### config.mk
export PLATFORM = sky130hd
export DESIGN_NAME = cmd_uart_wrapper
export DESIGN_NICKNAME = d
export VERILOG_FILES = /design/src/rtl/kt_uart_pkg.sv /design/src/rtl/uart_rx_byte.sv /design/src/rtl/cmd_uart_wrapper.sv
export SDC_FILE = /design/constraint.sdc
export NUM_CORES = 1
export LEC_CHECK = 0
export CAP_MARGIN = 20
export CELL_PAD_IN_SITES_DETAIL_PLACEMENT = 1
export CELL_PAD_IN_SITES_GLOBAL_PLACEMENT = 2
export CORE_MARGIN = 8
export CORE_UTILIZATION = 35
export DETAILED_ROUTE_END_ITERATION = 6
export PLACE_DENSITY = 0.85
export SYNTH_ARGS = -nofsm -noshare
export SYNTH_HDL_FRONTEND = slang
export SYNTH_HIERARCHICAL = 1
export SYNTH_SLANG_ARGS = --single-unit
### constraint.sdc
create_clock -name clk -period 3.4 [get_ports clk]
set_clock_uncertainty 0.1 [all_clocks]
set_input_delay 1.02 -clock clk [delete_from_list [all_inputs] [get_ports clk]]
set_output_delay 1.02 -clock clk [all_outputs]
set_load 0.05 [all_outputs]
### src/rtl/kt_uart_pkg.sv
// Shared types and constants for the Knight-side UART command link.
//   FRAME_BITS   : start + 8 data + stop
//   DEF_BAUD_DIV : clocks per bit at 50 MHz / 19200 baud
package kt_uart_pkg;

   localparam int unsigned FRAME_BITS   = 10;
   localparam int unsigned DEF_BAUD_DIV = 2604;

   typedef enum logic {RX_IDLE, RX_BUSY}  rx_state_t;
   typedef enum logic {TX_IDLE, TX_SHIFT} tx_state_t;
   typedef enum logic {WAIT_HI, WAIT_LO}  asm_state_t;

endpackage

### src/rtl/uart_rx_byte.sv
// UART byte receiver: 2-flop synchroniser, falling-edge start detect, mid-bit sampling.
// Ports:
//   clk, rst  : system clock, synchronous active-high reset
//   i_rx      : serial input, idle high, asynchronous to clk
//   rx_byte   : last assembled data byte (valid while rx_vld is high)
//   rx_vld    : one-cycle pulse at a stop-bit sample of 1
//   rx_ferr   : one-cycle pulse at a stop-bit sample of 0 (byte discarded)
module uart_rx_byte
   import kt_uart_pkg::*;
#(
   parameter int unsigned BAUD_DIV = DEF_BAUD_DIV
) (
   input  logic       clk,
   input  logic       rst,
   input  logic       i_rx,
   output logic [7:0] rx_byte,
   output logic       rx_vld,
   output logic       rx_ferr
);

   localparam int unsigned CNT_W = $clog2(BAUD_DIV + 1);
   localparam logic [CNT_W-1:0] BIT_LOAD  = CNT_W'(BAUD_DIV - 1);
   localparam logic [CNT_W-1:0] HALF_LOAD = CNT_W'(BAUD_DIV / 2 - 1);
   localparam logic [3:0]       LAST_BIT  = 4'(FRAME_BITS - 1);

   logic             r_sync1, r_sync2, r_sync_prev;
   rx_state_t        r_state, w_state_nxt;
   logic [CNT_W-1:0] r_cnt, w_cnt_nxt;
   logic [3:0]       r_bit_cnt, w_bit_cnt_nxt;
   logic [7:0]       r_shift, w_shift_nxt;

   always_ff @(posedge clk) begin
      if (rst) begin
         r_sync1     <= 1'b1;
         r_sync2     <= 1'b1;
         r_sync_prev <= 1'b1;
         r_state     <= RX_IDLE;
         r_cnt       <= '0;
         r_bit_cnt   <= '0;
         r_shift     <= '0;
      end else begin
         r_sync1     <= i_rx;
         r_sync2     <= r_sync1;
         r_sync_prev <= r_sync2;
         r_state     <= w_state_nxt;
         r_cnt       <= w_cnt_nxt;
         r_bit_cnt   <= w_bit_cnt_nxt;
         r_shift     <= w_shift_nxt;
      end
   end

   always_comb begin
      w_state_nxt   = r_state;
      w_cnt_nxt     = r_cnt;
      w_bit_cnt_nxt = r_bit_cnt;
      w_shift_nxt   = r_shift;
      rx_vld        = 1'b0;
      rx_ferr       = 1'b0;
      case (r_state)
         RX_IDLE: begin
            if (r_sync_prev && !r_sync2) begin
               w_state_nxt   = RX_BUSY;
               w_cnt_nxt     = HALF_LOAD;
               w_bit_cnt_nxt = '0;
            end
         end
         RX_BUSY: begin
            if (r_cnt == '0) begin
               // Mid-bit sample: reload on terminal count so the period is exactly BAUD_DIV
               w_cnt_nxt     = BIT_LOAD;
               w_bit_cnt_nxt = r_bit_cnt + 4'd1;
               if (r_bit_cnt == 4'd0) begin
                  // Start bit read back high: treat as a glitch and rearm
                  if (r_sync2) w_state_nxt = RX_IDLE;
               end else if (r_bit_cnt == LAST_BIT) begin
                  w_state_nxt = RX_IDLE;
                  rx_vld      = r_sync2;
                  rx_ferr     = !r_sync2;
               end else begin
                  w_shift_nxt = {r_sync2, r_shift[7:1]};
               end
            end else begin
               w_cnt_nxt = r_cnt - 1'b1;
            end
         end
         default: w_state_nxt = RX_IDLE;
      endcase
   end

   assign rx_byte = r_shift;

endmodule

### src/rtl/cmd_uart_wrapper.sv
// Knight-side UART command link: assembles two received bytes into a 16-bit command and
// serialises an 8-bit response back out. RX and TX run independently (full duplex).
// Ports:
//   clk, rst    : system clock, synchronous active-high reset
//   RX / TX     : serial in / out, both idle high
//   cmd         : last complete command {high byte, low byte}
//   cmd_rdy     : level, new command valid; cleared by clr_cmd_rdy or a new high byte
//   clr_cmd_rdy : consumer acknowledge
//   resp, trmt  : response byte and one-cycle transmit request
//   tx_done     : level, last response fully shifted out
module cmd_uart_wrapper
   import kt_uart_pkg::*;
#(
   parameter int unsigned BAUD_DIV = DEF_BAUD_DIV
) (
   input  logic        clk,
   input  logic        rst,
   input  logic        RX,
   output logic        TX,
   output logic [15:0] cmd,
   output logic        cmd_rdy,
   input  logic        clr_cmd_rdy,
   input  logic [7:0]  resp,
   input  logic        trmt,
   output logic        tx_done
);

   localparam int unsigned CNT_W = $clog2(BAUD_DIV + 1);
   localparam logic [CNT_W-1:0] BIT_LOAD = CNT_W'(BAUD_DIV - 1);
   localparam logic [3:0]       LAST_BIT = 4'(FRAME_BITS - 1);

   logic [7:0] w_rx_byte;
   logic       w_rx_vld;
   logic       w_rx_ferr;

   uart_rx_byte #(
      .BAUD_DIV (BAUD_DIV)
   ) u_rx (
      .clk     (clk),
      .rst     (rst),
      .i_rx    (RX),
      .rx_byte (w_rx_byte),
      .rx_vld  (w_rx_vld),
      .rx_ferr (w_rx_ferr)
   );

   // Command assembly
   asm_state_t  r_asm_state, w_asm_state_nxt;
   logic [7:0]  r_hi, w_hi_nxt;
   logic [15:0] r_cmd, w_cmd_nxt;
   logic        r_cmd_rdy, w_cmd_rdy_nxt;

   always_ff @(posedge clk) begin
      if (rst) begin
         r_asm_state <= WAIT_HI;
         r_hi        <= '0;
         r_cmd       <= '0;
         r_cmd_rdy   <= 1'b0;
      end else begin
         r_asm_state <= w_asm_state_nxt;
         r_hi        <= w_hi_nxt;
         r_cmd       <= w_cmd_nxt;
         r_cmd_rdy   <= w_cmd_rdy_nxt;
      end
   end

   always_comb begin
      w_asm_state_nxt = r_asm_state;
      w_hi_nxt        = r_hi;
      w_cmd_nxt       = r_cmd;
      w_cmd_rdy_nxt   = clr_cmd_rdy ? 1'b0 : r_cmd_rdy;
      case (r_asm_state)
         WAIT_HI: begin
            if (w_rx_vld) begin
               w_hi_nxt        = w_rx_byte;
               w_cmd_rdy_nxt   = 1'b0;
               w_asm_state_nxt = WAIT_LO;
            end
         end
         WAIT_LO: begin
            if (w_rx_vld) begin
               // Overrides a simultaneous clr_cmd_rdy: the set wins
               w_cmd_nxt       = {r_hi, w_rx_byte};
               w_cmd_rdy_nxt   = 1'b1;
               w_asm_state_nxt = WAIT_HI;
            end else if (w_rx_ferr) begin
               w_asm_state_nxt = WAIT_HI;
            end
         end
         default: w_asm_state_nxt = WAIT_HI;
      endcase
   end

   assign cmd     = r_cmd;
   assign cmd_rdy = r_cmd_rdy;

   // Response transmitter
   tx_state_t                 r_tx_state, w_tx_state_nxt;
   logic [FRAME_BITS-1:0]     r_tx_shift, w_tx_shift_nxt;
   logic [CNT_W-1:0]          r_tx_cnt, w_tx_cnt_nxt;
   logic [3:0]                r_tx_bit, w_tx_bit_nxt;
   logic                      r_tx_done, w_tx_done_nxt;

   always_ff @(posedge clk) begin
      if (rst) begin
         r_tx_state <= TX_IDLE;
         r_tx_shift <= '1;
         r_tx_cnt   <= '0;
         r_tx_bit   <= '0;
         r_tx_done  <= 1'b0;
      end else begin
         r_tx_state <= w_tx_state_nxt;
         r_tx_shift <= w_tx_shift_nxt;
         r_tx_cnt   <= w_tx_cnt_nxt;
         r_tx_bit   <= w_tx_bit_nxt;
         r_tx_done  <= w_tx_done_nxt;
      end
   end

   always_comb begin
      w_tx_state_nxt = r_tx_state;
      w_tx_shift_nxt = r_tx_shift;
      w_tx_cnt_nxt   = r_tx_cnt;
      w_tx_bit_nxt   = r_tx_bit;
      w_tx_done_nxt  = r_tx_done;
      case (r_tx_state)
         TX_IDLE: begin
            if (trmt) begin
               w_tx_shift_nxt = {1'b1, resp, 1'b0};
               w_tx_cnt_nxt   = BIT_LOAD;
               w_tx_bit_nxt   = '0;
               w_tx_done_nxt  = 1'b0;
               w_tx_state_nxt = TX_SHIFT;
            end
         end
         TX_SHIFT: begin
            if (r_tx_cnt == '0) begin
               // Shift in ones so the line rests high once the frame is out
               w_tx_shift_nxt = {1'b1, r_tx_shift[FRAME_BITS-1:1]};
               w_tx_cnt_nxt   = BIT_LOAD;
               w_tx_bit_nxt   = r_tx_bit + 4'd1;
               if (r_tx_bit == LAST_BIT) begin
                  w_tx_state_nxt = TX_IDLE;
                  w_tx_done_nxt  = 1'b1;
               end
            end else begin
               w_tx_cnt_nxt = r_tx_cnt - 1'b1;
            end
         end
         default: w_tx_state_nxt = TX_IDLE;
      endcase
   end

   assign TX      = r_tx_shift[0];
   assign tx_done = r_tx_done;

endmodule
# ---- Word level (Yosys, flattened, before mapping)
# Cells that the tools add are included.
dict set report totals {
  register_bits 82
  in_bits 13
  output_inout_bits 19
}
dict set report op_classes {
  add_sub_neg 4
  eq_ne 7
  mux 45
  bitwise_logic 5
  n_reduce_logical 11
}
# op count
set ops {}
lappend ops {{12-bit 2-to-1 mux} 4}
lappend ops {{12-bit case mux with 2 select lines} 2}
lappend ops {{1-bit 2-to-1 mux} 25}
lappend ops {{12-bit logical NOT} 2}
lappend ops {{12-bit by 1-bit subtractor with 12-bit output, second input constant} 2}
lappend ops {{10-bit 2-to-1 mux} 2}
lappend ops {{10-bit case mux with 2 select lines} 1}
lappend ops {{4-bit 2-to-1 mux} 4}
lappend ops {{4-bit case mux with 2 select lines} 2}
lappend ops {{1-bit case mux with 2 select lines} 5}
lappend ops {{4-bit by 1-bit adder with 4-bit output, second input constant} 2}
lappend ops {{4-bit equality test, second input constant} 2}
lappend ops {{2-bit AND reduction} 4}
lappend ops {{2-bit by 1-bit != test with 1-bit output, second input constant} 3}
lappend ops {{1-bit inverter} 5}
lappend ops {{4-bit logical NOT} 1}
lappend ops {{2-bit != test, second input constant} 2}
lappend ops {{4-bit AND reduction} 1}
lappend ops {{3-bit AND reduction} 1}
lappend ops {{1-bit logical AND} 1}
lappend ops {{1-bit logical NOT} 1}

# ---- Logic depth before layout (Yosys ltp)
dict set report depth {
  word_depth 8
  depth_mapped 11
}

# ---- By module
# Netlist, hierarchy kept.
# mod instances cells_each area_each_um2
set modules_own_cells {}
lappend modules_own_cells {cmd_uart_wrapper 1 270 2314.7}
lappend modules_own_cells {uart_rx_byte 1 168 1438.9}

# ---- Worst setup path before layout
# Ideal clock, no wire load.
dict set report synth_timing {
  path_kind {flip-flop to flip-flop}
  startpoint {reg u_rx.r_cnt[0]}
  endpoint {reg r_cmd[10], in the netlist cmd[10]}
  setup_ns 0.070
  arrival_time_ns 2.741
  required_ns 3.230
  slack_ns 0.488
  path_stages_with_launch 12
  path_buffers 3
  period_less_slack_ns 2.912
  cell_sequence {dfxtp_1 inv_1 ha_1 nor3b_1 nand4_2 clkbuf_1 nor4_1 and2_1 clkbuf_1 clkbuf_1 nand2_1 a21oi_1}
}
dict set report synth_between {
  elab_chain_len 4
}
# element line_no
set synth_lines {}
lappend synth_lines {{start, declared} uart_rx_byte.sv:28} ;# logic [CNT_W-1:0] r_cnt, w_cnt_nxt;
lappend synth_lines {{start signal, assigned} uart_rx_byte.sv:46} ;# r_cnt <= w_cnt_nxt;
lappend synth_lines {{12-bit logical NOT} uart_rx_byte.sv:68} ;# if (r_cnt == '0) begin
lappend synth_lines {{1-bit 2-to-1 mux} uart_rx_byte.sv:68}
lappend synth_lines {{1-bit 2-to-1 mux} uart_rx_byte.sv:59} ;# case (r_state)
lappend synth_lines {{via w_rx_vld} cmd_uart_wrapper.sv:33} ;# logic w_rx_vld;
lappend synth_lines {{2-bit AND reduction (no line)} -}
lappend synth_lines {{end signal, assigned} cmd_uart_wrapper.sv:62} ;# r_cmd <= w_cmd_nxt;
lappend synth_lines {{end, declared} cmd_uart_wrapper.sv:50} ;# logic [15:0] r_cmd, w_cmd_nxt;
# The timed path passes the listed nets, and every way through them passes these cells.
# A chain may end at the register's enable or synchronous reset.

# ---- Worst setup path after layout
dict set report layout_timing {
  startpoint {reg r_cmd[6], in the netlist cmd[6]}
  endpoint {out cmd[6]}
}
# element line_no
set layout_rtl {}
lappend layout_rtl {{end, declared} cmd_uart_wrapper.sv:20} ;# output logic [15:0] cmd,
# No word-level cell between the ends.

==> results.md <==
| Result | Value | Unit |
| --- | --- | --- |
| Status | finished clean | - |
| Layout area overhead | 16.87 | % |
| Slowest cell on crit path | clkdlybuf4s50_1 | - |
| Final setup violating endpoints | 0 | - |
| Initial antenna violation count | 0 | - |
| Share of post-route cells with drive strength above 1 | 10.71 | % |
| # IOs | 32 | - |
| Placeable core region | 10650 | um2 |
| Headroom to the max-slew limit | 57.05 | % |
| Number of inserted filler cells in the final layout | 1271 | - |
| Number of synthesized flops with an enable pin | 0 | - |
| Routed wire per std cell | 15.02 | um |
| Reg-to-reg startpoint | u_rx/r_state | - |
| Total global routing track utilization | 13.21 | % |
| Diode count | 0 | - |
| Final hold violations | 0 | - |
| Maximum number of pins on one net before global-route repair | 73 | - |
| Biggest cell delay along the critical path | 0.82 | ns |
| Reg clk slew, reported paths | 0.09 | ns |
| Total half-perimeter wirelength after legalization and detailed placement | 6330 | um |
| Tot Pwr | 2.080 | mW |
| P_leak | 1.494 | nW |
| Netlist area before placement | 3754 | um2 |
| Final weighted congestion of routability-driven global placement | 0.8055 | - |
| Starting density of the core | 35.24 | % |
| Fraction of synthesized cell area taken by the top area cell type | 43.20 | % |
| Final routed wirelength across all metal layers | 9120 | um |
| CTS tree | yes | - |
| Final routed DRC violation total | 0 | - |
| Worst voltage drop across the vdd grid | 208.3 | uV |
| #FFs+latches synth | 81 | - |
| Clock period minus final worst setup slack | 2.663 | ns |
| Largest fanout on the critical path | 2 | - |
| Sum of buffers and inverters on the critical path | 1 | - |
| Synth Flop Type | dfxtp_1 | - |
| Post-route standard cell area excluding fillers | 4387 | um2 |
| Beginning of the worst hold path | u_rx/r_sync1 | - |
| Worst reg2reg path depth | 7 | - |
| Final worst-path cycle share | 78.32 | % |
| Syn_nets | 460 | - |
| Number of buffers inserted during clock tree synthesis | 9 | - |
| Number of buffers inserted to repair setup after CTS | 0 | - |
| Element type at the critical path start | flip-flop | - |
| Hold Crit Depth | 1 | - |
| Sum of negative setup slack | 0 | ns |
| Post-CTS Hold Fix Bufs | 0 | - |
| TritonRoute pass-1 iters | 4 | - |
| First-iteration detailed-routing DRC count | 154 | - |
| Number of nets with antenna violations after routing | 0 | - |
| Max Freq | 0.3755 | GHz |
| Register-to-register setup slack | 0.85 | ns |
| WP data arrival | 1.54 | ns |
| Total power density per cell area | 474.2 | nW/um2 |
| Detail-routed via count per cell | 5.331 | - |
| Crit path cell chain | clkdlybuf4s50_1 | - |
| CTS Sinks | 81 | - |
| Clock root buffer master | clkbuf_8 | - |
| Class of the most critical setup path | reg2out | - |
| Required @ worst endpoint | 2.28 | ns |
| Synthesized netlist cell count | 438 | - |
| H-tree depth | 3 | - |
| Die Wd | 119.6 | um |
| Clock Latency Late Sink | 0.36 | ns |
| Crit-path leading delay family | buffers and inverters | - |
| Main area contributors after synthesis | dfxtp_1 (43%), nand2_1 (7.2%), a21oi_1 (6.4%) | - |
| Setup repair after global routing missed its margin | false | - |
| Number of maximum-capacitance violations | 0 | - |
| Area of the die | 14290 | um2 |
| Sort of element at the end of the critical path | primary output | - |
| Sequential-to-total area share from yosys stat | 43.20 | % |
| Total placed instance area | 4173 | um2 |
| Maximum buffer depth of the clock tree | 2 | - |
| Via count of the routed design | 3236 | - |
| Core Rows | 38 | - |
| Fraction of registers with async set/reset | 0 | % |
| Max Slew Vio Count | 0 | - |
| Final net count | 484 | - |
| Destination of the worst hold path | u_rx/r_sync2 | - |
| Number of distinct library cell variants in the gate-level netlist after synthesis | 58 | - |
| Total congestion overflow after global routing | 0 | - |
| Type of the tightest min-delay check | reg2reg | - |
| Slew of the pin with the lowest slew margin | 0.6442 | ns |
| Global-route wire length before repair | 15710 | um |
| Worst reg2reg path endpoint | cmd[5] | - |
| PostCTS Resize Cnt | 0 | - |
| Die Span Y | 119.6 | um |
| I/O Buffers | 31 | - |
| Number of global-route vias before repair | 3231 | - |
| Total of warnings raised by yosys | 6 | - |
| Cell taking the most area after synthesis | dfxtp_1 | - |
| Avg Synthesized Cell Area | 8.570 | um2 |
-- Yosys cell counts, types with 3 or more instances --
| cell | count |
|---|---|
| a211oi_1 | 4 |
| a21oi_1 | 48 |
| a31oi_1 | 15 |
| and2_1 | 3 |
| buf_1 | 3 |
| buf_4 | 3 |
| buf_6 | 3 |
| clkbuf_1 | 15 |
| dfxtp_1 | 81 |
| ha_1 | 9 |
| inv_1 | 11 |
| mux2i_1 | 13 |
| nand2_1 | 72 |
| nand2b_1 | 7 |
| nand3_1 | 19 |
| nand3b_1 | 4 |
| nand4_1 | 5 |
| nand4b_1 | 3 |
| nor2_1 | 15 |
| nor2b_1 | 5 |
| nor3_1 | 13 |
| nor4_1 | 12 |
| o21ai_0 | 12 |
| o21ai_1 | 3 |
| o31ai_1 | 4 |
| or2_2 | 5 |
| or3_1 | 6 |
| or3b_2 | 3 |
| or4_1 | 5 |
-- area by class of cell --
cell class                      instances  area (um2)  area share (%)
Multi-Input combinational cell        320        1957           44.61
Clock inverter                          5       62.56           1.426
Sequential cell                        81        1622           36.97
Tap cell                              140       175.2           3.993
Inverter                               11       41.29          0.9412
Clock buffer                           11       151.4           3.451
Timing Repair Buffer                   39       377.9           8.614
-- routing by layer --
metal | GRT usage (%) | up-vias | wire [um] | part of all wire [%]
met3 | 3.758 | 5 | 315 | 3.5
met1 | 16.82 | 1576 | 4398 | 48
met5 | 0 | - | 0 | 0
met2 | 21.24 | 34 | 4319 | 47
li1 | - | 1621 | - | -
met4 | 3.981 | 0 | 87 | 0.95
-- layout by cell type, fill, tap and decap left out, types with 3 or more instances in the layout --
cell             instances
dfxtp_1                 81
nand2_1                 72
a21oi_1                 48
clkdlybuf4s50_1         30
nand3_1                 19
a31oi_1                 15
nor2_1                  15
mux2i_1                 13
nor3_1                  13
nor4_1                  12
o21ai_0                 12
inv_1                   11
clkbuf_8                11
ha_1                     9
nand2b_1                 7
buf_4                    7
or3_1                    6
nor2b_1                  5
nand4_1                  5
or4_1                    5
or2_2                    5
o31ai_1                  4
a211oi_1                 4
nand3b_1                 4
and2_1                   3
nand4b_1                 3
o21ai_1                  3
or3b_2                   3
-- worst max-delay path by stage --
stage,depth (start not counted),from,to
3_3_place_gp,5,trmt,r_tx_cnt[11]
3_5_place_dp,5,trmt,r_tx_cnt[11]
2_1_floorplan,11,u_rx/r_cnt[0],cmd[10]
6_report,1,cmd[6],cmd[6]
4_1_cts,1,cmd[6],cmd[6]
5_1_grt,7,u_rx/r_state,cmd[7]
-- power by group --
part / internal (mW) / total [mW] / switching (mW)
Clock: 0.383 / 0.752 / 0.369
Combinational: 0.126 / 0.296 / 0.170
Sequential: 0.985 / 1.03 / 0.0460
-- stage by stage --
stage	setup slack [ns]	util (%)	cells	hold WS (ns)
2_1_floorplan	0.4880	-	438	0.2895
4_1_cts	0.6995	41.19	607	0.3218
3_3_place_gp	0.6575	39.18	591	0.2961
5_1_grt	0.5357	41.19	607	0.3390
3_5_place_dp	0.5611	39.18	591	0.2997
6_report	0.7371	41.19	607	0.3165
-- sequential cells by signal, indices dropped and copies added (netlist names), 4 cells and up --
| name | cells |
|---|---|
| u_rx/r_cnt | 12 |
| r_tx_cnt | 12 |
| r_tx_shift | 9 |
| u_rx/r_bit_cnt | 4 |
| u_rx/rx_byte | 8 |
| r_tx_bit | 4 |
| r_hi | 8 |
| cmd | 16 |
-- kinds of logic (layout without fill, tap and decap cells) --
kind of cell,count (synthesis),in the layout,synth area share [%]
simple gates,198,198,29.67
compound gates,96,96,14.93
flops,81,81,43.20
buf+inv,37,66,4.666
mux,15,15,4.066
fa+ha+maj,9,9,3.000
xor+xnor,2,2,0.4668
No activity file was read; power rests on OpenSTA's default activity.
